## src/rtl/maxpool_bin_mc.sv

```systemverilog
// Streaming multi-channel binary KxK pooling (OR = max, AND = min) over a raster-order
// feature map, with valid/ready handshakes on both sides and an end-of-frame marker.
module maxpool_bin_mc #(
  parameter int IN_WIDTH  = 26,
  parameter int IN_HEIGHT = 26,
  parameter int CHANNELS  = 8,
  parameter int POOL_K    = 2
) (
  input  logic                clk,
  input  logic                reset,
  input  logic                pool_mode,
  input  logic                valid_in,
  output logic                ready_in,
  input  logic [CHANNELS-1:0] pixel_in,
  output logic                valid_out,
  input  logic                ready_out,
  output logic [CHANNELS-1:0] pixel_out,
  output logic                frame_done
);

  localparam int OUT_W = IN_WIDTH / POOL_K;
  localparam int OUT_H = IN_HEIGHT / POOL_K;
  localparam int CW    = $clog2(IN_WIDTH);
  localparam int RW    = $clog2(IN_HEIGHT);
  localparam int KW    = $clog2(POOL_K);
  localparam int AW    = (OUT_W > 1) ? $clog2(OUT_W) : 1;

  localparam logic [CW-1:0] COL_LAST    = CW'(IN_WIDTH - 1);
  localparam logic [RW-1:0] ROW_LAST    = RW'(IN_HEIGHT - 1);
  localparam logic [CW-1:0] COL_LAST_IN = CW'(OUT_W * POOL_K - 1);
  localparam logic [RW-1:0] ROW_LAST_IN = RW'(OUT_H * POOL_K - 1);
  localparam logic [KW-1:0] K_LAST      = KW'(POOL_K - 1);
  localparam logic [AW-1:0] OC_LAST     = AW'(OUT_W - 1);

  logic [CW-1:0]       col;
  logic [RW-1:0]       row;
  logic [KW-1:0]       wc;
  logic [KW-1:0]       wr;
  logic [AW-1:0]       oc;
  logic                mode_q;
  logic [CHANNELS-1:0] acc [OUT_W];

  logic                accept;
  logic                frame_start;
  logic                in_region;
  logic                win_start;
  logic                win_end;
  logic                last_pos;
  logic                emit;
  logic [CHANNELS-1:0] comb;

  assign ready_in    = !valid_out || ready_out;
  assign accept      = valid_in && ready_in;
  assign frame_start = (col == '0) && (row == '0);
  assign in_region   = (col <= COL_LAST_IN) && (row <= ROW_LAST_IN);
  assign win_start   = (wc == '0) && (wr == '0);
  assign win_end     = (wc == K_LAST) && (wr == K_LAST);
  assign last_pos    = (col == COL_LAST_IN) && (row == ROW_LAST_IN);
  assign emit        = accept && in_region && win_end;

  // NOTE: every variable written here gets a default first, so no path leaves it
  // unassigned and no latch is inferred.
  always_comb begin
    comb = pixel_in;
    if (!win_start) begin
      comb = mode_q ? (acc[oc] & pixel_in) : (acc[oc] | pixel_in);
    end
  end

  // Raster position plus incremental window/output-column indices, avoiding a
  // divider; oc saturates so remainder columns never index past the array.
  // NOTE: sequential state uses non-blocking assignments so every register samples
  // pre-edge values regardless of statement order.
  always_ff @(posedge clk or negedge reset) begin
    if (!reset) begin
      col <= '0;
      row <= '0;
      wc  <= '0;
      wr  <= '0;
      oc  <= '0;
    end else if (accept) begin
      if (col == COL_LAST) begin
        col <= '0;
        wc  <= '0;
        oc  <= '0;
        if (row == ROW_LAST) begin
          row <= '0;
          wr  <= '0;
        end else begin
          row <= row + 1'b1;
          wr  <= (wr == K_LAST) ? '0 : wr + 1'b1;
        end
      end else begin
        col <= col + 1'b1;
        wc  <= (wc == K_LAST) ? '0 : wc + 1'b1;
        if (wc == K_LAST && oc != OC_LAST) begin
          oc <= oc + 1'b1;
        end
      end
    end
  end

  always_ff @(posedge clk or negedge reset) begin
    if (!reset) begin
      mode_q <= 1'b0;
    end else if (accept && frame_start) begin
      mode_q <= pool_mode;
    end
  end

  // NOTE: the accumulator row is small and must read as zero after reset, so it is
  // built from resettable flops rather than an unreset RAM.
  always_ff @(posedge clk or negedge reset) begin
    if (!reset) begin
      for (int i = 0; i < OUT_W; i++) begin
        acc[i] <= '0;
      end
    end else if (accept && in_region) begin
      acc[oc] <= comb;
    end
  end

  // A new emit takes priority over draining, so a simultaneous drain and load keeps
  // valid_out high without a bubble.
  always_ff @(posedge clk or negedge reset) begin
    if (!reset) begin
      valid_out  <= 1'b0;
      pixel_out  <= '0;
      frame_done <= 1'b0;
    end else if (emit) begin
      valid_out  <= 1'b1;
      pixel_out  <= comb;
      frame_done <= last_pos;
    end else if (ready_out) begin
      valid_out  <= 1'b0;
      frame_done <= 1'b0;
    end
  end

endmodule
```

## config.mk

```make
export PLATFORM = sky130hd
export DESIGN_NAME = maxpool_bin_mc
export DESIGN_NICKNAME = d
export VERILOG_FILES = /design/src/rtl/maxpool_bin_mc.sv
export SDC_FILE = /design/constraint.sdc
export NUM_CORES = 1
export LEC_CHECK = 0
export CORE_UTILIZATION = 29
export DETAILED_ROUTE_END_ITERATION = 10
export DONT_BUFFER_PORTS = 1
export GPL_ROUTABILITY_DRIVEN = 0
export SLEW_MARGIN = 20
export SYNTH_ARGS = -nofsm -noshare
export SYNTH_HDL_FRONTEND = slang
export SYNTH_SLANG_ARGS = --single-unit
```

## constraint.sdc

```tcl
create_clock -name clk -period 2.83 [get_ports clk]
set_input_delay 0.283 -clock clk [delete_from_list [all_inputs] [get_ports clk]]
set_output_delay 0.283 -clock clk [all_outputs]
set_load 0.005 [all_outputs]
```

After elaboration in Yosys (flattened, before gate mapping)
Cells that the tools add are included.
{ "totals": {"input_bits": 13, "output_inout_bits": 11, "elab_cells": 77, "register_bits": 131} }
{ "classes": {"muxes": 19, "n_lt_le_gt_ge": 4, "addsub": 5, "n_eq_ne": 3, "n_reduce_logical": 19, "bitwise": 5} }
{ "op_table": {"columns": ["op", "n"], "rows": [
  ["104-bit bitwise mux", 1],
  ["8-bit two-way mux", 5],
  ["8-bit binary-select mux with 4-bit select", 1],
  ["8-bit demux with 4-bit select", 1],
  ["1-bit logical AND", 11],
  ["5-bit by 1-bit adder with 5-bit output (second input constant)", 2],
  ["5-bit equality test (second input constant)", 2],
  ["5-bit <= comparator (second input constant)", 2],
  ["5-bit zero test", 2],
  ["5-bit two-way mux", 2],
  ["8-bit AND", 1],
  ["4-bit two-way mux", 2],
  ["8-bit bitwise OR", 1],
  ["1-bit two-way mux", 7],
  ["5-bit greater-or-equal comparator (second input constant)", 1],
  ["5-bit by 1-bit < comparator with 1-bit output (second input constant)", 1],
  ["4-bit NOT with 5-bit output", 1],
  ["4-bit by 1-bit adder with 4-bit output (second input constant)", 1],
  ["4-bit inequality test (second input constant)", 1],
  ["2-bit AND reduction", 2],
  ["2-bit nonzero test", 2],
  ["1-bit adder (second input constant)", 2],
  ["1-bit NOT", 2],
  ["1-bit zero test", 1],
  ["1-bit logical OR", 1]
]} }

Longest topological paths before layout
Gate-level depths: netlist of run 1.
{ "depth": {"depth_word": 8, "depth_mapped": 9, "ltp_nobuf": 6} }

Least setup slack after synthesis of run 1
Ideal clock, no wire load.
{ "synth_path": {"kind": "register to register", "startpoint": "reg oc[0]", "endpoint": "reg acc[0] (netlist name)", "synth_period_minus_slack_ns": 2.166, "path_stages_with_launch": 10, "n_path_buf": 3, "arrival_time_ns": 2.041, "t_required_ns": 2.705, "path_slack_ns": 0.664, "setup_time_ns": 0.125, "cell_sequence": "dfrtp_1 buf_6 buf_6 inv_1 ha_1 nand3_1 a31oi_4 and2_1 buf_2 mux2_4"} }
{ "synth_between": {"elab_chain_cells": 8, "word_cells_on_any_way": 14, "classes_between": "order compare: 2; mux: 8; bitwise: 3; reduce/logical: 1"} }
{ "synth_lines": {"columns": ["element", "line_no", "rtl"], "rows": [
  ["from (decl)", "39", "logic [AW-1:0] oc;"],
  ["from (signal assigned)", "97", "oc <= oc + 1'b1;"],
  ["4-bit NOT with 5-bit output (implied by the code) *", "66, 119", null],
  ["8-bit binary-select mux with 4-bit select", "66", "comb = mode_q ? (acc[oc] & pixel_in) : (acc[oc] | pixel_in);"],
  ["8-bit two-way mux (implied by the code) (2 in series)", "66", null],
  ["8-bit bitwise OR or 8-bit AND (tied branches)", "66", null],
  ["8-bit two-way mux", "66", null],
  ["8-bit two-way mux", "65", "if (!win_start) begin"],
  ["104-bit bitwise mux *", "119", "acc[oc] <= comb;"],
  ["to (signal, indexed assignment)", "119", null],
  ["to (decl)", "41", "logic [CHANNELS-1:0] acc [OUT_W];"]
]} }
Mark *: on every way between the ends. The rest lies on a longest branch, timed or not. The select of a mux whose other input is x is not followed.
A chain may end at the register's enable or synchronous reset.

Worst setup path after layout of run 1
{ "layout_path": {"startpoint": "reg oc[1]", "endpoint": "reg acc[13] (netlist name)"} }
Same word-level chain as after synthesis.

==> metrics.csv, run 1 <==
metric;value;unit
finalCritPeriodShare;82.6;%
rsz0062_at_grt;false;
crit_required;3170;ps
cp.arrival;2670;ps
drive_above_1_share;23.1;%
path_class;register to register;
clkTransAtPathRegs;60;ps
tightest_slew;623;ps
firstDrtPassIters;9;
mostFrequentLayoutCell;dfrtp_1;
synth_compound_area_share;26.3;%
first_global_vias;5390;
syn_inst;633;
fp.dieW;157;microns
synthFlopType;dfrtp_1;
numCtsBuffers;17;
drv_cap;0;
h-tree-depth;4;
clk_latency;430;ps
syn-num-nets;656;
holdWs;-449;ps
clk_path_buf_depth;2;
syn_area_per_cell;11.0;sq um
vias;5428;
ys_ff_latch;131;
cts_hold_buffers;1;
fin_crit;2340;ps
synth_edf_count;0;
finalSetupTns;0;ps
fin_nets;646;
power.density;1250;nW/um^2
drt-wirelength-per-cell;21.6;microns
status;finished with violations;
crit_path_max_fanout;19;
p_leak;3.09;nW
r2r_end;acc[13];
async_reset_ff_share;100;%
max_freq;428;MHz
coreArea;23500;sq um
hold_class;input port to async pin;
gr-total-overflow;0;
rrSetupSlack;490;ps
grtUsageTotal;18.0;%
syn_area;6950;sq um
vias_per_cell;5.69;
hold_viol;131;
yosys.area_share.adder;1.80;%
synth_cell_types;50;
cts_tree;done;
synth_top_family_by_area;compound AO/OA/AOI/OAI gates;
r2r-start;oc[1];
ys_seq_area_share;47.2;%
diodes;0;
synth-xor-area-share;0.126;%
area_growth_syn_to_layout;12.1;%
drtIter0Drc;659;
skew;8.44;ps
drcViolationCount;0;
max_slew_margin;58.4;%
fp.dieH;157;microns
io_pins;24;
cts_num_sinks;131;
synth_simple_gate_area_share;7.31;%
layout_common_cells;dfrtp_1, a21oi_1, a31oi_1;
antenna_found_initial;0;
utilization;33.2;%
yosys_warnings;0;
violations;hold timing;
start_util;29.6;%
reg2regPathDepth;6;
slew_viol_final;0;
port_buffers;0;
grt_max_degree;132;
cts_resized;0;
cts_root_buffer;clkbuf_16;
ant_nets;0;
drt_wl_total;20600;microns
die_area;24600;sq um
fp-row-count;56;
fillerInstances;2381;
grt_pass1_wl;32900;microns
setup_violations;0;
startpoint_type;register;
cts_setup_buffers;0;
endpoint_kind;register;
max-vdd-ir-drop;0.443;mV
synthMuxAreaShare;11.2;%
dp_hpwl;13300;microns
-- per-stage QoR --
| step | instances | instance area (sq um) | total power (W) | setup slack (ps) | hold slack (ps) |
|---|---|---|---|---|---|
| after detailed placement | 922 | 7230 | 0.00760 | 533 | -6.47 |
| after global routing | 954 | 7790 | 0.0104 | 350 | -472 |
| after CTS | 954 | 7790 | 0.00974 | 511 | -459 |
| final | 954 | 7790 | 0.00975 | 493 | -449 |
| after floorplan | 633 | 6950 | 0.00649 | 664 | -12.6 |
| after global placement | 922 | 7230 | 0.00755 | 570 | -6.86 |
-- final cells by class --
type                            instances  area [sq um]  area share (%)
Tap cell                              319           399            5.12
Inverter                                8          30.0           0.385
Clock buffer                           21           440            5.65
Clock inverter                         10           111            1.43
Timing Repair Buffer                   32           268            3.44
Multi-Input combinational cell        433          3260            41.9
Sequential cell                       131          3280            42.1
-- synthesized netlist by cell type, types with 11 or more instances --
library cell,instances,share of area (%)
a21oi_1,101,7.3
a22oi_1,16,1.7
a31oi_1,101,9.1
and2_1,15,1.4
buf_2,26,1.9
buf_6,13,2.1
clkbuf_1,11,0.59
dfrtp_1,131,47
mux2_2,47,7.6
mux2_4,12,2.6
nand2_1,21,1.1
nand3_1,11,0.79
o21ai_0,20,1.4
-- power by group --
group / total (W) / internal [W] / switching, W
Clock: 0.00211 / 0.00128 / 0.000829
Combinational: 0.00428 / 0.00179 / 0.00249
Sequential: 0.00336 / 0.00272 / 0.000638
Total: 0.00975 / 0.00580 / 0.00396
-- registers in the layout, summed over array words and instances (netlist names) --
register    count
acc           104
wc              1
row             5
valid_out       1
pixel_out       8
wr              1
mode_q          1
col             5
oc              4
frame_done      1
-- metal layers --
layer,track usage [%],vias to the layer above,share of wire [%]
met2,27.3,196,45
met5,0,-,0
met4,6.63,0,2.3
met3,5.23,37,7.4
li1,-,2410,-
met1,24.2,2785,45
-- worst max path at each step --
stage                       from  endpoint
final                      oc[1]   acc[13]
after global routing      col[1]   acc[96]
after global placement     oc[1]    acc[0]
after detailed placement  col[1]   acc[24]
after floorplan            oc[0]    acc[0]
after CTS                 col[1]   acc[24]
-- critical path, cell delays in order (launching register included) --
cell,delay (ps)
dfrtp_2,580
buf_12,250
nor4bb_1,450
buf_4,260
a22oi_1,120
a31o_2,370
a31oi_1,210
-- cell families (layout without fill, tap and decap cells) --
family,count (synthesis),in the layout
buffers and inverters,69,71
muxes,64,64
adders and majority gates,10,10
and+or+nand+nor,84,84
AOI/OAI and AO/OA,274,274
DFF,131,131
xor gates and xnor gates,1,1
Power figures use the tool's default switching activity.
==> run 2, diff against run 1 <==
==> constraint.sdc (replaced) <==
create_clock -name clk -period 2.1 [get_ports clk]
set_input_delay 0.21 -clock clk [delete_from_list [all_inputs] [get_ports clk]]
set_output_delay 0.21 -clock clk [all_outputs]
set_load 0.005 [all_outputs]
==> metrics.csv, run 2 (synthesis gave the netlist of run 1 again) <==
metric;value;unit
p_total;0.0159;W
numCtsBuffers;17;
power.density;1780;nW/um^2
fp.dieH;157;microns
cp.arrival;2450;ps
rsz0062_at_grt;true;
reg2regPathDepth;6;
cts_root_buffer;clkbuf_16;
r2r_end;acc[53];
h-tree-depth;4;
top_register;acc;
largest_register_ffs;104;
drv_cap;0;
setup_violations;52;
rrSetupSlack;-70;ps
hold_viol;131;
ant_nets;0;
start_util;29.6;%
firstDrtPassIters;6;
path_class;register to register;
fin_nets;732;
layout_common_cells;dfrtp_1, a21oi_1, buf_4;
drt_wl_total;22100;microns
endpoint_kind;register;
clk_path_buf_depth;2;
status;finished with violations;
vias;5790;
crit_path_end;acc[53];
clkTransAtPathRegs;60;ps
grt_max_degree;132;
clk_latency;430;ps
max-vdd-ir-drop;0.597;mV
tightest_slew;901;ps
fp-row-count;56;
p_leak;3.63;nW
grt_pass1_wl;33300;microns
startpoint_type;register;
cts_hold_buffers;2;
gr-total-overflow;0;
cts_num_sinks;131;
max_freq;460;MHz
crit_required;2370;ps
setup_ws;-71.9;ps
crit_path_max_fanout;8;
port_buffers;0;
drive_above_1_share;37.2;%
first_global_vias;5612;
finalCritPeriodShare;103;%
vias_per_cell;5.57;
skew;14.3;ps
dpl_cell_area;7730;sq um
largest_registers;acc (104), pixel_out (8);
antenna_found_initial;0;
max_slew_margin;39.8;%
slew_viol_final;0;
area_growth_syn_to_layout;28.8;%
r2r-start;oc[1];
cts_tree;done;
coreArea;23500;sq um
die_area;24600;sq um
diodes;0;
mostFrequentLayoutCell;dfrtp_1;
holdWs;-513;ps
fin_crit;2170;ps
startpoint;oc[1];
fillerInstances;2274;
drcViolationCount;0;
finalSetupTns;-2040;ps
hold_class;input port to async pin;
dp_hpwl;14400;microns
fp.dieW;157;microns
drt-wirelength-per-cell;21.2;microns
drtIter0Drc;571;
io_pins;24;
stdcell_area;8950;sq um
violations;hold timing, setup timing;
grtUsageTotal;18.1;%
[run 2: area by class of cell]
cell class,count,area [sq um],area share (%)
Tap cell,319,399,4.46
Inverter,8,30.0,0.336
Multi-Input combinational cell,435,3600,40.2
Clock buffer,18,429,4.80
Timing Repair Buffer,116,1080,12.1
Sequential cell,131,3280,36.6
Clock inverter,13,126,1.41
[run 2: worst max-delay path, cell delays in order (launching register included)]
cell      delay (ps)
dfrtp_2          480
buf_6            190
mux2_2           350
a222oi_1         460
a31o_2           250
buf_4            170
a31oi_1           90
[run 2: where the power goes]
group / leakage, nW / total [W] / internal (W) / switching [W]
clock: 0.260 / 0.00284 / 0.00164 / 0.00121
sequential: 1.57 / 0.00445 / 0.00367 / 0.000776
combinational: 1.80 / 0.00861 / 0.00415 / 0.00446
total: 3.63 / 0.0159 / 0.00946 / 0.00644
[run 2: how the worst min path moves through the flow]
stage          startpoint           end  slack (ps)  cells after the start
2_1_floorplan       reset        acc[0]         -90                      0
3_3_place_gp        reset  pixel_out[3]         -80                      0
3_5_place_dp        reset    frame_done         -80                      0
4_1_cts             reset       acc[85]        -530                      0
5_1_grt             reset       acc[97]        -540                      0
6_report            reset       acc[97]        -510                      0
[run 2: timing repair]
item                       4_1_cts  5_1_grt
pin swaps                        4       24
resized for setup               12       58
cloned                           2        3
setup buffers                    7       17
setup endpoints to repair       87      110
hold endpoints to repair       133      131
[run 2: routing by layer]
layer  track usage [%]  vias to the layer above  wire (microns)
met5                 0                        -               0
met3              3.57                       34            1470
li1                  -                     2609               -
met4              6.30                        0             474
met2              27.6                      240           10200
met1              25.2                     2907            9940
[run 2: metrics by stage]
step	hold WS, ps	cells	util, %	worst slack (ps)
after floorplan	-85.6	633	-	3.54
after global placement	-79.8	979	32.9	-159
after detailed placement	-79.1	979	32.9	-152
after CTS	-533	1021	36.1	-19.5
after global routing	-539	1040	38.1	-112
final	-513	1040	38.1	-71.9
==> run 3, diff against run 2 <==
--- a/config.mk
+++ b/config.mk
@@ -6,9 +6,11 @@
 export NUM_CORES = 1
 export LEC_CHECK = 0
 export CORE_UTILIZATION = 29
+export CTS_CLUSTER_DIAMETER = 60
 export DETAILED_ROUTE_END_ITERATION = 10
 export DONT_BUFFER_PORTS = 1
 export GPL_ROUTABILITY_DRIVEN = 0
+export REMOVE_ABC_BUFFERS = 1
 export SLEW_MARGIN = 20
 export SYNTH_ARGS = -nofsm -noshare
 export SYNTH_HDL_FRONTEND = slang
==> metrics.csv, run 3 (synthesis gave the netlist of run 1 again) <==
metric;value;unit
largest_registers;acc (104), pixel_out (8);
h-tree-depth;4;
setup_ws;-12.1;ps
startpoint;oc[1];
cts_hold_buffers;3;
die_area;24600;sq um
use_met1;23.2;%
drv_cap;0;
drtIter0Drc;598;
gr-total-overflow;0;
top_usage_layer;met2;
largest_register_ffs;104;
area_growth_syn_to_layout;22.5;%
max_slew_margin;53.1;%
grt_pass1_wl;32900;microns
max-vdd-ir-drop;0.692;mV
fin_nets;702;
hold_class;input port to async pin;
diodes;0;
max_stage_delay;450;ps
drive_above_1_share;31.2;%
drcViolationCount;0;
start_util;29.6;%
violations;hold timing, setup timing;
grt_use_met2;27.6;%
cp_slowest_cell;dfrtp_2;
hold_viol;131;
endpoint_kind;register;
drt-wirelength-per-cell;20.8;microns
r2r_end;acc[91];
clk_latency;430;ps
vias_per_cell;5.62;
coreArea;23500;sq um
slew_viol_final;0;
crit_path_end;acc[91];
rsz0062_at_grt;true;
cts_num_sinks;131;
io_pins;24;
p_leak;3.47;nW
fp.dieH;157;microns
cp_cell_sequence;buf_12 > buf_4 > buf_4 > mux2_2 > a222oi_1 > a31o_2 > buf_6 > a31oi_1;
ant_nets;0;
holdWs;-523;ps
setup_violations;9;
r2r-start;oc[1];
vias;5675;
port_buffers;0;
crit_required;2380;ps
cts_root_buffer;clkbuf_16;
grtUsageTotal;17.7;%
finalCritPeriodShare;101;%
fp-row-count;56;
power.density;1770;nW/um^2
met3_usage;4.65;%
startpoint_type;register;
clkTransAtPathRegs;60;ps
top_register;acc;
firstDrtPassIters;7;
antenna_found_initial;0;
clk_path_buf_depth;2;
path_class;register to register;
finalSetupTns;-67.3;ps
cp.arrival;2390;ps
tightest_slew;702;ps
max_freq;473;MHz
reg2regPathDepth;8;
crit_path_max_fanout;9;
drt_wl_total;21000;microns
fp.dieW;157;microns
cpMostUsedCell;buf_4;
fillerInstances;2302;
numCtsBuffers;17;
layout_common_cells;dfrtp_1, a21oi_1, a31oi_1;
grt_max_degree;132;
status;finished with violations;
rrSetupSlack;-10;ps
cts_tree;done;
first_global_vias;5691;
skew;9.05;ps
dp_hpwl;14000;microns
fin_crit;2110;ps
mostFrequentLayoutCell;dfrtp_1;
==> run 3: area by class of cell <==
type	instances	area (sq um)	share of cell area, %
Multi-Input combinational cell	433	3340	39.2
Sequential cell	131	3280	38.6
Timing Repair Buffer	88	845	9.93
Clock buffer	18	439	5.16
Tap cell	319	399	4.69
Clock inverter	12	179	2.10
Inverter	8	30.0	0.353
==> run 3: how the worst min path moves through the flow <==
stage | cells after the start | start | to | slack [ps]
final | 0 | reset | frame_done | -520
after global routing | 0 | reset | frame_done | -540
after CTS | 0 | reset | frame_done | -540
after detailed placement | 0 | reset | frame_done | -80
after global placement | 0 | reset | valid_out | -80
after floorplan | 0 | reset | acc[0] | -90
==> run 3: routing by layer <==
metal | share of wire [%] | wire length (microns)
met1 | 45 | 9520
met4 | 2.4 | 507
met5 | 0 | 0
met3 | 6.1 | 1270
met2 | 46 | 9690
==> run 3: power breakdown <==
group / internal [W] / switching [W] / leakage (nW)
sequential: 0.00367 / 0.000761 / 1.57
clock: 0.00201 / 0.00116 / 0.295
combinational: 0.00356 / 0.00388 / 1.61
total: 0.00925 / 0.00581 / 3.47
==> run 3: worst max-delay path: cells and delay by family (launching register included) <==
family                 cells  cell delay (ps)
AO/OA/AOI/OAI              3              680
buffers and inverters      4              550
flip-flops                 1              450
multiplexers               1              260
==> run 3: repair_timing <==
action,CTS,global route
buffers inserted,1,14
pin swaps,2,13
setup endpoints to repair,98,84
hold endpoints to repair,134,131
resized for setup,2,25
cloned,0,1
==> run 3: per-stage QoR <==
step           util (%)  power (W)  instance area, sq um  worst slack [ps]  std cells
2_1_floorplan         -    0.00828                  6550             -1500        572
3_3_place_gp       32.4     0.0112                  7590              -506        961
3_5_place_dp       32.4     0.0113                  7600              -104        961
4_1_cts            35.3     0.0146                  8280              5.08        995
5_1_grt            36.3     0.0159                  8510             -69.4       1009
6_report           36.3     0.0151                  8510             -12.1       1009
